<file path="config.mk">
export PLATFORM = sky130hd
export DESIGN_NAME = uart_rx
export DESIGN_NICKNAME = d
export VERILOG_FILES = /design/src/rtl/uart_rx.sv
export SDC_FILE = /design/constraint.sdc
export NUM_CORES = 1
export LEC_CHECK = 0
export ABC_AREA = 1
export BUFFER_PORTS_ARGS = -buffer_cell sky130_fd_sc_hd__buf_2
export CORE_ASPECT_RATIO = 1.75
export CORE_MARGIN = 2
export CORE_UTILIZATION = 55
export DETAILED_ROUTE_END_ITERATION = 10
export GPL_TIMING_DRIVEN = 0
export PLACE_DENSITY = 0.74
export SLEW_MARGIN = 5
export SYNTH_ARGS = -nofsm -noshare
export SYNTH_HDL_FRONTEND = slang
export SYNTH_SLANG_ARGS = --single-unit
</file>
<file path="constraint.sdc">
create_clock -name clk -period 2.1 [get_ports clk]
set_clock_uncertainty 0.15 [all_clocks]
set_input_delay 0.42 -clock clk [delete_from_list [all_inputs] [get_ports clk]]
set_output_delay 0.42 -clock clk [all_outputs]
set_load 0.05 [all_outputs]
</file>
<file path="src/rtl/uart_rx.sv">
// Memory-mapped 8N1 UART receiver with a small receive FIFO and sticky error flags.
// Define UART_RX_PARITY_EN to receive 8E1 frames with a parity check and STATUS[4].
module uart_rx #(
    parameter int CLK_HZ     = 12000000,
    parameter int BAUD       = 115200,
    parameter int FIFO_DEPTH = 8
) (
    input  logic       clk,
    input  logic       rst_n,
    input  logic [4:0] addr,
    input  logic       rd_en,
    output logic [7:0] rd_data,
    output logic       rd_valid,
    input  logic       wr_en,
    input  logic [7:0] wr_data,
    input  logic       rx
);

    localparam int DIV_RAW = CLK_HZ / BAUD;
    localparam int DIV     = (DIV_RAW < 4) ? 4 : DIV_RAW;
    localparam int CW      = $clog2(DIV) + 1;
    localparam int AW      = $clog2(FIFO_DEPTH);

    localparam logic [CW-1:0] CNT_FULL = CW'(DIV - 1);
    localparam logic [CW-1:0] CNT_HALF = CW'(DIV / 2);

    localparam logic [2:0] ADDR_DATA   = 3'd0;
    localparam logic [2:0] ADDR_STATUS = 3'd4;

    typedef enum logic [2:0] {
        S_IDLE,
        S_START,
        S_DATA,
        S_PARITY,
        S_STOP,
        S_BREAK
    } state_t;

    // ------------------------------------------------------------------
    // Input synchronizer and edge detection
    // ------------------------------------------------------------------
    logic [1:0] sync_reg;
    logic       rx_prev_reg;
    logic       rx_s;
    logic       fall_edge;

    assign rx_s      = sync_reg[1];
    assign fall_edge = rx_prev_reg & ~rx_s;

    always_ff @(posedge clk or negedge rst_n) begin
        if (!rst_n) begin
            sync_reg    <= 2'b11;
            rx_prev_reg <= 1'b1;
        end else begin
            sync_reg    <= {sync_reg[0], rx};
            rx_prev_reg <= rx_s;
        end
    end

    // ------------------------------------------------------------------
    // Receive FSM
    // ------------------------------------------------------------------
    state_t          state_reg, state_next;
    logic [CW-1:0]   cnt_reg, cnt_next;
    logic [7:0]      shift_reg, shift_next;
    logic [2:0]      bit_reg, bit_next;
    logic            par_bad_reg, par_bad_next;
    logic            expire;
    logic            push;
    logic            set_frame;
    logic            set_par;

    assign expire = (cnt_reg == '0);

    always_ff @(posedge clk or negedge rst_n) begin
        if (!rst_n) begin
            state_reg   <= S_IDLE;
            cnt_reg     <= '0;
            shift_reg   <= '0;
            bit_reg     <= '0;
            par_bad_reg <= 1'b0;
        end else begin
            state_reg   <= state_next;
            cnt_reg     <= cnt_next;
            shift_reg   <= shift_next;
            bit_reg     <= bit_next;
            par_bad_reg <= par_bad_next;
        end
    end

    always_comb begin
        state_next   = state_reg;
        cnt_next     = expire ? cnt_reg : cnt_reg - CW'(1);
        shift_next   = shift_reg;
        bit_next     = bit_reg;
        par_bad_next = par_bad_reg;
        push         = 1'b0;
        set_frame    = 1'b0;
        set_par      = 1'b0;

        case (state_reg)
            S_IDLE: begin
                if (fall_edge) begin
                    state_next = S_START;
                    cnt_next   = CNT_HALF;
                end
            end

            S_START: begin
                if (expire) begin
                    if (!rx_s) begin
                        state_next   = S_DATA;
                        cnt_next     = CNT_FULL;
                        bit_next     = 3'd0;
                        par_bad_next = 1'b0;
                    end else begin
                        state_next = S_IDLE;
                    end
                end
            end

            S_DATA: begin
                if (expire) begin
                    shift_next = {rx_s, shift_reg[7:1]};
                    cnt_next   = CNT_FULL;
                    bit_next   = bit_reg + 3'd1;
                    if (bit_reg == 3'd7) begin
`ifdef UART_RX_PARITY_EN
                        state_next = S_PARITY;
`else
                        state_next = S_STOP;
`endif
                    end
                end
            end

`ifdef UART_RX_PARITY_EN
            S_PARITY: begin
                // Even parity: data bits plus parity bit must hold an even number of ones.
                if (expire) begin
                    par_bad_next = (^shift_reg) ^ rx_s;
                    cnt_next     = CNT_FULL;
                    state_next   = S_STOP;
                end
            end
`endif

            S_STOP: begin
                if (expire) begin
                    set_par = par_bad_reg;
                    if (rx_s) begin
                        push       = ~par_bad_reg;
                        state_next = S_IDLE;
                    end else begin
                        set_frame  = 1'b1;
                        state_next = S_BREAK;
                    end
                end
            end

            S_BREAK: begin
                // A low line here is a break, not a new start bit.
                if (rx_s) begin
                    state_next = S_IDLE;
                end
            end

            default: begin
                state_next = S_IDLE;
            end
        endcase
    end

    // ------------------------------------------------------------------
    // Receive FIFO (pointers carry one extra wrap bit)
    // ------------------------------------------------------------------
    logic [7:0]  mem [FIFO_DEPTH];
    logic [AW:0] wr_ptr_reg, rd_ptr_reg;
    logic        empty;
    logic        full;
    logic        sel_data;
    logic        sel_status;
    logic        pop;
    logic        push_ok;
    logic        ovr_set;

    assign empty = (wr_ptr_reg == rd_ptr_reg);
    assign full  = (wr_ptr_reg[AW] != rd_ptr_reg[AW]) &&
                   (wr_ptr_reg[AW-1:0] == rd_ptr_reg[AW-1:0]);

    assign sel_data   = (addr[2:0] == ADDR_DATA);
    assign sel_status = (addr[2:0] == ADDR_STATUS);

    // A pop in the same cycle frees the slot, so a push into a full FIFO succeeds.
    assign pop     = rd_en & sel_data & ~empty;
    assign push_ok = push & (~full | pop);
    assign ovr_set = push & full & ~pop;

    always_ff @(posedge clk) begin
        if (push_ok) begin
            mem[wr_ptr_reg[AW-1:0]] <= shift_reg;
        end
    end

    always_ff @(posedge clk or negedge rst_n) begin
        if (!rst_n) begin
            wr_ptr_reg <= '0;
            rd_ptr_reg <= '0;
        end else begin
            if (push_ok) begin
                wr_ptr_reg <= wr_ptr_reg + (AW+1)'(1);
            end
            if (pop) begin
                rd_ptr_reg <= rd_ptr_reg + (AW+1)'(1);
            end
        end
    end

    // ------------------------------------------------------------------
    // Sticky status flags (set wins over a simultaneous clear)
    // ------------------------------------------------------------------
    logic ovr_reg;
    logic frame_reg;
    logic par_err;
    logic clr;

    assign clr = wr_en & sel_status;

    always_ff @(posedge clk or negedge rst_n) begin
        if (!rst_n) begin
            ovr_reg   <= 1'b0;
            frame_reg <= 1'b0;
        end else begin
            ovr_reg   <= ovr_set   | (ovr_reg   & ~(clr & wr_data[2]));
            frame_reg <= set_frame | (frame_reg & ~(clr & wr_data[3]));
        end
    end

`ifdef UART_RX_PARITY_EN
    logic par_err_reg;

    always_ff @(posedge clk or negedge rst_n) begin
        if (!rst_n) begin
            par_err_reg <= 1'b0;
        end else begin
            par_err_reg <= set_par | (par_err_reg & ~(clr & wr_data[4]));
        end
    end

    assign par_err = par_err_reg;

    logic unused_bits;
    assign unused_bits = &{1'b0, addr[4:3], wr_data[7:5], wr_data[1:0]};
`else
    assign par_err = 1'b0;

    logic unused_bits;
    assign unused_bits = &{1'b0, addr[4:3], wr_data[7:4], wr_data[1:0], set_par};
`endif

    // ------------------------------------------------------------------
    // Bus read path
    // ------------------------------------------------------------------
    logic [7:0] status;
    logic [7:0] rd_mux;
    logic [7:0] rd_data_reg;
    logic       rd_valid_reg;

    assign status = {3'b000, par_err, frame_reg, ovr_reg, full, ~empty};

    always_comb begin
        rd_mux = 8'h00;
        if (sel_data) begin
            rd_mux = empty ? 8'h00 : mem[rd_ptr_reg[AW-1:0]];
        end else if (sel_status) begin
            rd_mux = status;
        end
    end

    always_ff @(posedge clk or negedge rst_n) begin
        if (!rst_n) begin
            rd_data_reg  <= 8'h00;
            rd_valid_reg <= 1'b0;
        end else begin
            rd_valid_reg <= rd_en;
            if (rd_en) begin
                rd_data_reg <= rd_mux;
            end
        end
    end

    assign rd_data  = rd_data_reg;
    assign rd_valid = rd_valid_reg;

endmodule
</file>
==> impl_metrics.csv <==
group,metric,value,unit
place,globalplace.congestion,0.8473,
floorplanning,die_y,128.9,um
clock_tree,clockRootBuffer,"clkbuf_16",
sta,fin_crit_sh,0.9943,
synthesis,synth_most_common_cell,"nand2_1",
final_layout,fillers,668,
global_routing,grt_pass1_vias,3622,
min_path,hold_path_class,"in2reg",
pwr,p_int,4589,uW
clock_tree,clkLatencyLatePin,340,ps
worst_setup_path,ff2ff_setup_slack,10,ps
worst_setup_path,startpoint_type,"flip-flop",
worst_setup_path,path_buf_inv,2,
sta,rsz0062_at_grt,"yes",
worst_setup_path,cp.required,2010,ps
synthesis,synthMuxAreaShare,0,
pwr,p_switching,2534,uW
sta,drv_slew,0,
sta,period_minus_slack,2088,ps
worst_setup_path,cpLargestDelayFamily,"simple AND/OR/NAND/NOR gates",
floorplanning,initial_core_util,0.5658,
synthesis,ys.flop_type,"edfxtp_1",
global_routing,grt_max_degree,45,
clock_tree,cts_max_path_buffers,2,
final_layout,largest_register_ffs,64,
global_routing,grt_usage,0.2499,
worst_setup_path,reg2reg_to,"mem[2][1]",
synthesis,ys_seq_area_frac,0.6169,
final_layout,multi_input_area,1708,um^2
global_routing,gr-usage-met1,0.2488,
global_routing,grt_util_met2,0.4609,
global_routing,grt_pass1_wl,17.41,mm
routing,drc_errors,0,
clock_tree,htree_num_levels,3,
synthesis,ys_ff_latch,108,
synthesis,async_reset_ff_frac,0.4074,
worst_setup_path,arrival,2000,ps
clock_tree,cts_tree,"done",
flow_run,drv_cap,0,
sta,tightest_slew,1047,ps
pwr,finalPower,7123,uW
global_routing,grt_util_met3,0.05560,
final_layout,nets,575,
sta,slew_headroom,0.3019,
synthesis,synth.avg_cell_area,9.753,um^2
min_path,hold_end,"sync_reg[0]",
sta,hold_violations,0,
worst_setup_path,cp-startpoint,"cnt_reg[0]",
synthesis,synth_top_family_by_area,"simple AND/OR/NAND/NOR gates",
pwr,power_frac_comb,0.343,
floorplanning,rows,45,
worst_setup_path,slowest_delay,390,ps
place,dp_hpwl,7.286,mm
synthesis,synth_top_cell_by_area,"edfxtp_1",
clock_tree,numCtsBuffers,9,
synthesis,synth_compound_area_frac,0.06299,
pwr,switching_share,0.3557,
final_layout,final_cell_area,5856,um^2
sta,finalSetupViolCount,0,
routing,dr_total_vias,3646,
worst_setup_path,ff2ff_path_depth,9,
synthesis,synth_cell_types,34,
worst_setup_path,path_common_cell,"nor2_4",
synthesis,synth.yosys.warnings,0,
worst_setup_path,crit_chain,"inv_2 > ha_4 > nand2_4 > nor2_4 > nand3_4 > nor2_4 > nand3_4 > nor2_4 > buf_12",
floorplanning,die_x,75.40,um
pwr,ir_worst_vdd,795.0,uV
routing,antenna_left,0,
pwr,power_frac_seq,0.378,
clock_tree,clk_pin_slew,70,ps
global_routing,busiest_layer,"met2",
min_path,whs_path_depth,1,
min_path,worstHoldStart,"rx",
global_routing,antenna_found_initial,0,
final_layout,diodes,0,
synthesis,synthTopCellsByCount,"nand2_1, edfxtp_1, dfrtp_1, nor2_1, inv_1",
global_routing,grt_overflow,0,
routing,routedWlPerCell,17.01,um
synthesis,synth_fa_ha_area_frac,0.01530,
sta,fmax,478.9,MHz
routing,routed_wl,11.45,mm
floorplanning,core_area,8671,um^2
final_layout,area_delta_synth_final,19.36,%
worst_setup_path,critPathMaxFanout,8,
synthesis,syn_nets,527,
worst_setup_path,r2r_start,"cnt_reg[0]",
synthesis,synth_edf_count,64,
pwr,pwr-share-clk,0.280,
routing,first_pass_iters,4,
floorplanning,die_area,9721,um^2
clock_tree,numClockSinks,108,
status,status,"finished, final reports clean",
pwr,powerDensity,1216,nW/um^2
routing,avgViaCountPerCell,5.418,
worst_setup_path,end_kind,"flip-flop",
synthesis,syn-cell-area,4906,um^2
synthesis,synth_top_area_frac,0.3917,
synthesis,syn_inst,503,
pwr,total_leakage_power,0.002590,uW
place,dpl_cell_area,5145,um^2
synthesis,synthSimpleGateAreaFrac,0.2318,
routing,drtIter0Drc,263,
final_layout,drive_gt1_frac,0.2104,
place,port_buffers,18,
final_layout,ff_latch_area,3027,um^2
final_layout,fin_util,0.6753,
worst_setup_path,critPathKind,"reg2reg",
worst_setup_path,cp_slowest_cell,"dfrtp_1",
synthesis,synth.area.top_cells,"edfxtp_1, dfrtp_1, nand2_1, nor2_1, inv_1",
floorplanning,pin_count,27,
synthesis,synth_xor_area_frac,0.01607,
how the worst max path moves through the flow:
| stage | endpoint | slack (ps) | cells past startpoint |
|---|---|---|---|
| final | mem[2][1] | 10 | 9 |
| after floorplan | mem[4][0] | -70 | 8 |
| after CTS | mem[4][2] | 20 | 9 |
| after global placement | mem[4][2] | -640 | 8 |
| after detailed placement | mem[4][2] | -690 | 8 |
| after global routing | mem[0][5] | -20 | 9 |
per-stage QoR:
| stage | TNS (ps) | hold slack [ps] | setup slack (ps) | std cells |
|---|---|---|---|---|
| floorplan | -3827 | -25.59 | -69.18 | 503 |
| global placement | -35450 | 197.5 | -638.3 | 638 |
| detailed placement | -36860 | 196.9 | -688.0 | 638 |
| CTS | 0 | 11.35 | 21.77 | 668 |
| global route | -485.0 | 6.300 | -22.36 | 673 |
| finish | 0 | 24.22 | 11.91 | 673 |
cell type report:
class                           count  area share
Sequential cell                   108      0.5169
Multi-Input combinational cell    329      0.2917
Timing Repair Buffer               37     0.05684
Clock buffer                       11     0.03974
Inverter                           52     0.03440
Tap cell                          117     0.02500
Clock inverter                      5     0.02137
Buffer                             14     0.01410
placed cells by master (no fill, tap or decap), drive strengths merged:
cell | Yosys | routed
nand2 | 167 | 167
edfxtp | 64 | 64
inv | 51 | 51
nor2 | 48 | 48
buf | 11 | 48
dfrtp | 41 | 41
o21ai | 34 | 34
nand3 | 32 | 32
clkbuf | 3 | 14
o22ai | 10 | 10
a21oi | 10 | 10
nor3 | 7 | 7
xor2 | 6 | 6
ha | 6 | 6
bufinv | 0 | 4
xnor2 | 3 | 3
dfstp | 3 | 3
nand4 | 3 | 3
clkinv | 1 | 2
o211ai | 2 | 2
or2 | 1 | 1
worst register-to-register path, cell delays in order (launching register included):
cell     delay (ps)
dfrtp_1         390
inv_2            90
ha_4            160
nand2_4          60
nor2_4          120
nand3_4         110
nor2_4          200
nand3_4         190
nor2_4          180
buf_12          150
power groups by stage:
stage / logic (uW) / registers, uW / clock network [uW]
4_1_cts: 2310 / 2680 / 2020
5_1_grt: 2700 / 2720 / 2110
3_3_place_gp: 2130 / 2710 / 0
6_report: 2440 / 2690 / 1990
3_5_place_dp: 2210 / 2720 / 0
2_1_floorplan: 1590 / 2760 / 0
metal layers:
layer  part of all wire  wire [um]
met1               0.34       3860
met2               0.57       6570
met3              0.051        581
met4              0.038        431
met5                  0          0
cell families after synthesis:
kind of cell    after synthesis
simple gates                258
flops                       108
buf+inv                      66
compound gates               56
xor+xnor                      9
fa+ha+maj                     6
timing repair:
action	4_1_cts	5_1_grt
resized for setup	23	6
buffers inserted	14	5
pin swaps	13	9
hold buffers	0	0
setup endpoints to repair	64	64
Note: power is estimated with default switching activity, not from simulation.
